$ cat src/rtl/reset_sequencer.sv
// Staged per-peripheral reset release: each stage is released after a settle
// delay, then the sequencer waits for that stage's ready before moving on.
module reset_sequencer #(
  parameter int NUM_STAGES  = 4,
  parameter int STAGE_DELAY = 16,
  parameter int TIMEOUT     = 1024,
  localparam int SW = (NUM_STAGES > 1) ? $clog2(NUM_STAGES) : 1
) (
  input  logic                  clk_sys,
  input  logic                  reset_sys,
  input  logic                  locked,
  input  logic                  restart,
  input  logic [NUM_STAGES-1:0] ready_in,
  output logic [NUM_STAGES-1:0] reset_out,
  output logic                  done,
  output logic                  fault,
  output logic [SW-1:0]         fault_stage
);

  localparam int CNT_MAX = (STAGE_DELAY > TIMEOUT) ? STAGE_DELAY : TIMEOUT;
  localparam int CW      = $clog2(CNT_MAX) + 1;

  localparam logic [CW-1:0] DELAY_LAST   = CW'(STAGE_DELAY - 1);
  localparam logic [CW-1:0] TIMEOUT_LAST = CW'(TIMEOUT - 1);
  localparam logic [SW-1:0] LAST_STAGE   = SW'(NUM_STAGES - 1);

  typedef enum logic [2:0] {
    S_HOLD,
    S_DELAY,
    S_WAIT,
    S_DONE,
    S_FAULT
  } state_t;

  state_t                  state_q, state_d;
  logic [SW-1:0]           k_q, k_d;
  logic [CW-1:0]           cnt_q, cnt_d;
  logic [NUM_STAGES-1:0]   reset_out_q, reset_out_d;
  logic                    done_q, done_d;
  logic                    fault_q, fault_d;
  logic [SW-1:0]           fault_stage_q, fault_stage_d;

  // locked is asynchronous to clk_sys; the synchronizer is deliberately not reset
  logic locked_meta_q, locked_s_q;

  always_ff @(posedge clk_sys) begin
    locked_meta_q <= locked;
    locked_s_q    <= locked_meta_q;
  end

  logic [NUM_STAGES-1:0] stage_sel;
  logic                  ready_k;

  for (genvar gi = 0; gi < NUM_STAGES; gi++) begin : g_stage_sel
    assign stage_sel[gi] = (k_q == SW'(gi));
  end

  assign ready_k = |(ready_in & stage_sel);

  always_comb begin
    state_d       = state_q;
    k_d           = k_q;
    cnt_d         = cnt_q;
    reset_out_d   = reset_out_q;
    done_d        = done_q;
    fault_d       = fault_q;
    fault_stage_d = fault_stage_q;

    if (!locked_s_q || restart) begin
      state_d       = S_HOLD;
      k_d           = '0;
      cnt_d         = '0;
      reset_out_d   = '1;
      done_d        = 1'b0;
      fault_d       = 1'b0;
      fault_stage_d = '0;
    end else begin
      case (state_q)
        S_HOLD: begin
          state_d = S_DELAY;
          k_d     = '0;
          cnt_d   = '0;
        end
        S_DELAY: begin
          if (cnt_q == DELAY_LAST) begin
            reset_out_d = reset_out_q & ~stage_sel;
            cnt_d       = '0;
            state_d     = S_WAIT;
          end else begin
            cnt_d = cnt_q + CW'(1);
          end
        end
        S_WAIT: begin
          // a ready seen on the final allowed edge still wins over the timeout
          if (ready_k) begin
            if (k_q == LAST_STAGE) begin
              done_d      = 1'b1;
              reset_out_d = '0;
              state_d     = S_DONE;
            end else begin
              k_d     = k_q + SW'(1);
              cnt_d   = '0;
              state_d = S_DELAY;
            end
          end else if (cnt_q == TIMEOUT_LAST) begin
            fault_d       = 1'b1;
            fault_stage_d = k_q;
            reset_out_d   = reset_out_q | stage_sel;
            state_d       = S_FAULT;
          end else begin
            cnt_d = cnt_q + CW'(1);
          end
        end
        S_DONE: begin
          reset_out_d = '0;
          done_d      = 1'b1;
        end
        S_FAULT: begin
          done_d = 1'b0;
        end
        default: begin
          state_d = S_HOLD;
        end
      endcase
    end
  end

  always_ff @(posedge clk_sys) begin
    if (reset_sys) begin
      state_q       <= S_HOLD;
      k_q           <= '0;
      cnt_q         <= '0;
      reset_out_q   <= '1;
      done_q        <= 1'b0;
      fault_q       <= 1'b0;
      fault_stage_q <= '0;
    end else begin
      state_q       <= state_d;
      k_q           <= k_d;
      cnt_q         <= cnt_d;
      reset_out_q   <= reset_out_d;
      done_q        <= done_d;
      fault_q       <= fault_d;
      fault_stage_q <= fault_stage_d;
    end
  end

  assign reset_out   = reset_out_q;
  assign done        = done_q;
  assign fault       = fault_q;
  assign fault_stage = fault_stage_q;

endmodule

$ cat config.mk
export PLATFORM = sky130hd
export DESIGN_NAME = reset_sequencer
export DESIGN_NICKNAME = d
export VERILOG_FILES = /design/src/rtl/reset_sequencer.sv
export SDC_FILE = /design/constraint.sdc
export NUM_CORES = 1
export LEC_CHECK = 0
export ABC_AREA = 1
export ABC_CLOCK_PERIOD_IN_PS = 3100
export CAP_MARGIN = 30
export CORE_MARGIN = 2
export CORE_UTILIZATION = 45
export CTS_BUF_LIST = sky130_fd_sc_hd__clkbuf_4 sky130_fd_sc_hd__clkbuf_8
export CTS_CLUSTER_DIAMETER = 100
export DETAILED_ROUTE_END_ITERATION = 12
export PLACE_DENSITY = 0.72
export SLEW_MARGIN = 20
export SYNTH_ARGS = -nofsm -noshare
export SYNTH_HDL_FRONTEND = slang
export SYNTH_SLANG_ARGS = --single-unit
$ cat constraint.sdc
create_clock -name clk_sys -period 3.1 [get_ports clk_sys]
set_input_delay 0.93 -clock clk_sys [delete_from_list [all_inputs] [get_ports clk_sys]]
set_output_delay 0.93 -clock clk_sys [all_outputs]
set_load 0.005 [all_outputs]
; Word level (Yosys, flattened, before mapping)
; Index checks and enable logic that the tools add are counted.
[classes]
n_reduce_logical = 17
n_eq_ne = 17
mux = 21
add_sub_neg = 2
n_bitwise = 6
[ops]
columns = cell, n
row1 = 2-to-1 mux 11 bit, 4
row2 = case mux 11 bit (3 select lines), 1
row3 = 2-to-1 mux 4 bit, 4
row4 = AND reduction 3 bit, 5
row5 = "inequality test 3 bit, second input constant", 4
row6 = case mux 3 bit (4 select lines), 1
row7 = case mux 4 bit (3 select lines), 1
row8 = "adder 11 x 1 -> 11 bit, second input constant", 1
row9 = "== test 11 x 10 -> 1 bit, second input constant", 1
row10 = "== test 11 x 4 -> 1 bit, second input constant", 1
row11 = 2-to-1 mux 3 bit, 3
row12 = nonzero test 3 bit, 3
row13 = AND 4 bit, 2
row14 = "inequality test 2 bit, second input constant", 4
row15 = "== test 3 x 2 -> 1 bit, second input constant", 2
row16 = 2-to-1 mux 2 bit, 3
row17 = "== test 2 bit, second input constant", 2
row18 = NOT 4 bit, 1
row19 = bitwise OR 4 bit, 1
row20 = case mux 2 bit (2 select lines), 1
row21 = AND reduction 4 bit, 1
row22 = OR reduction 2 bit, 2
row23 = OR reduction 4 bit, 1
row24 = "== test 3 x 1 -> 1 bit, second input constant", 1
row25 = other kinds (11), 13
[word_totals]
word_cells = 72
ff_bits = 26
output_inout_bits = 8
input_bits = 8

; Depth between registers and ports, before layout
[logic_depth]
depth_word = 5
depth_mapped = 12
mapped_depth_nobuf = 12

; Worst setup path after synthesis
; OpenSTA, ideal clock, no wires.
[synth_path]
kind = input port to flip-flop
startpoint = in ready_in[2]
endpoint = reg reset_out_q[0] (netlist: reset_out[0])
cell_stages = 8
arrival_time_ns = 1.805
setup_time_ns = 0.140
path_slack_ns = 1.155
path_cell_list = nand2_1 > nand2_1 > nor2_4 > nor2_1 > nor2_2 > nand3_1 > nand2_1 > nand3_1
[synth_between]
elab_chain_len = 4
[synth_lines]
columns = element, line
row1 = from (decl), 13  ; input logic [NUM_STAGES-1:0] ready_in,
row2 = AND 4 bit (*), 58  ; assign ready_k = |(ready_in & stage_sel);
row3 = OR reduction 4 bit (*), 58
row4 = inequality test 3 bit (no source line) or 2-to-1 mux 4 bit (tied branches), -
row5 = AND reduction 4 bit (no source line) or case mux 4 bit (3 select lines) (tied branches), -
row6 = to (signal assigned), 141  ; reset_out_q <= reset_out_d;
row7 = to (decl), 38  ; logic [NUM_STAGES-1:0] reset_out_q, reset_out_d;
; Mark *: on every way between the ends. The rest lies on a longest branch, timed or not.
; A chain may end at the register's enable or synchronous reset.

; Worst setup path after layout
[layout_path]
startpoint = in ready_in[2]
endpoint = reg reset_out_q[1] (netlist: reset_out[1])
; Same word-level chain as after synthesis.

==> flow_summary.ini <==
[sta]
period_share_pct = 74.46
max_freq_mhz = 433.2
finalMaxSlewViolations = 0
fin_crit_ps = 2308
rsz0062_at_grt = false
finalSetupViolCount = 0
tightest_slew_ps = 506.3
clock_skew_ps = 7.219
relSlewSlack_pct = 66.21
tns_ps = 0
hold_viol = 0

[setup_path]
crit_path_start_kind = input pin
crit_path_end_kind = flip-flop
cp_max_fo = 16
crit_type = input pin to flip-flop
cp_data_arrival_time_ps = 2540
crit_required_ps = 3330

[floorplanning]
coreArea_mm2 = 0.003363
ioPinCount = 16
die-height_um = 63.50
row_count = 21
die_area_mm2 = 0.004032
start_util_pct = 47.36
fp.dieW_um = 63.50

[clock_network]
cts_buffers = 3
cts_setup_buffers = 0
cts_tree = built
cts_buffer_depth = 2
h-tree-depth = 1
worstSkewPairLatency_ps = 330
clk_pin_slew_worst_paths_ps = 150
ctsRootBufferMaster = clkbuf_4
cts_resized = 0
hold_buffers = 0
clock_sinks = 26

[synth]
synth_area_mm2 = 0.001593
async_reset_ff_share_pct = 0
post-synth-top-area-cell = dfxtp_1
synth_seq_area_share_pct = 32.68
ys.flop_type = dfxtp_1
syn_area_per_cell_um2 = 6.955
mappedNetlistNets = 242
synth_compound_area_share_pct = 12.25
synth_top_family_by_area = simple AND/OR/NAND/NOR gates
synth_seq_cells = 26
ys_warn_count = 0
synth_xor_area_share_pct = 1.650
synthSimpleGateAreaFrac_pct = 43.44
muxShareOfSynthArea_pct = 0
yosys-top-cells-area = dfxtp_1 33%, nand2_1 14%, nand3_1 10%, a21oi_1 5.3%, inv_1 4.5%
ys_top_cells_by_count = 60 x nand2_1, 33 x nand3_1, 26 x dfxtp_1, 19 x inv_1, 19 x nor2_1
synth-edff-count = 0
syn_inst = 229
yosys.area.top_type_share_pct = 32.68
synth-adder-area-share_pct = 3.928
synthMostInstantiatedCell = nand2_1
synthDistinctLibCells = 31

[place]
port_buffers = 15
gp_congestion = 0.8345
hpwlAfterDp_um = 2695
dpl_cell_area_mm2 = 0.001799

[run_status]
status = complete, no violations

[grt]
grt_max_degree = 17
gr-total-overflow = 0
grt_pass1_vias = 1438
antenna_found_initial = 0
grt_pass1_wl_um = 6403
grt.total_usage_pct = 19.41

[routing]
drt_iter0_drc = 93
routedWlPerCell_um = 11.97
vias = 1525
drc = 0
firstDrtPassIters = 4
wirelength_um = 3506
postRouteAntennaNets = 0
via_per_inst = 5.205

[final_layout]
drive_gt1_share_pct = 9.717
diodes = 0
syn_to_final_growth_pct = 16.26
layout.nets = 261
final_core_utilization_pct = 55.06
fin_area_mm2 = 0.001852
nFillCells = 356

[run]
maxCapViolations = 0

[power_and_ir_drop]
power_density_mw_per_mm2 = 342.7
peakVddDrop_uv = 194.0
power.leakage_nw = 0.7405

[hold_path]
min_path_type = flip-flop to flip-flop
==> worst paths after layout <==
| path | startpoint | end | slack, ps | depth (start not counted) |
|---|---|---|---|---|
| worst min-delay path | locked_meta_q$_DFF_P_ | locked_s_q$_DFF_P_ | 350 | 0 |
| worst max register to register | k_q[0]$_SDFFE_PP0P_ | reset_out[1]$_SDFFE_PP1P_ | 1030 | 10 |
| worst max-delay path | ready_in[2] | reset_out[1]$_SDFFE_PP1P_ | 790 | 9 |
| worst min register to register | locked_meta_q$_DFF_P_ | locked_s_q$_DFF_P_ | 350 | 0 |
==> critical path: stages <==
cell and delay (ps):
clkdlybuf4s50_1 390, nand2_1 60, nand2_1 80, nor2_4 370
nor2_1 160, nor2_2 200, nand3_1 170, nand2_1 90
nand3_1 80
==> cell families (layout without fill, tap and decap cells) <==
kind of cell / count (synthesis) / after routing
and+or+nand+nor: 136 / 136
xor gates and xnor gates: 3 / 3
AOI/OAI and AO/OA: 35 / 35
DFF: 26 / 26
adders and majority gates: 5 / 5
buffers and inverters: 24 / 42
==> cell type report <==
type | instances | area (um2) | area share (%)
multi-input combinational | 179 | 975.9 | 52.70
sequential | 26 | 520.5 | 28.11
timing repair buffer | 16 | 157.7 | 8.513
inverter | 22 | 87.58 | 4.730
tap | 46 | 57.56 | 3.108
clock inverter | 1 | 30.03 | 1.622
clock buffer | 3 | 22.52 | 1.216
==> sequential cells by signal, indices dropped and copies added (netlist names) <==
name,flops
cnt_q,11
done,1
fault,1
fault_stage,2
k_q,2
locked_meta_q,1
locked_s_q,1
reset_out,4
state_q,3
==> power breakdown <==
part / leakage [nW] / total, mW / internal (mW) / switching (mW)
Clock: 0.0279 / 0.239 / 0.131 / 0.108
Sequential: 0.211 / 0.341 / 0.338 / 0.00373
Combinational: 0.502 / 0.0544 / 0.0222 / 0.0322
Total: 0.740 / 0.635 / 0.491 / 0.144
==> layout by cell type (no fill, tap or decap), drive strengths merged <==
master,n
nand2,65
nand3,34
dfxtp,26
nor2,25
inv,22
a21oi,18
clkdlybuf4s50,15
o21ai,14
ha,5
nor3,5
xor2,3
nand3b,3
clkbuf,3
nand4,2
o22ai,1
nor4,1
and2,1
o21a,1
a31oi,1
bufinv,1
buf,1
==> routing by layer <==
metal | wire length (um) | global-route usage (%) | up-vias
li1 | - | - | 795
met1 | 1769 | 27.32 | 691
met2 | 1573 | 30.92 | 34
met3 | 132 | 3.214 | 5
met4 | 30 | 4.620 | 0
met5 | 0 | 0 | -
==> through the flow <==
step | hold slack [ps] | setup WS, ps | power (mW) | cells
6_report | 345.6 | 791.7 | 0.6345 | 293
5_1_grt | 351.5 | 609.0 | 0.6616 | 293
4_1_cts | 347.5 | 805.7 | 0.6414 | 293
3_5_place_dp | 315.7 | 443.2 | 0.4028 | 289
3_3_place_gp | 312.0 | 500.0 | 0.4024 | 289
2_1_floorplan | 309.6 | 1155 | 0.3836 | 229
No activity file was read; power rests on OpenSTA's default activity.
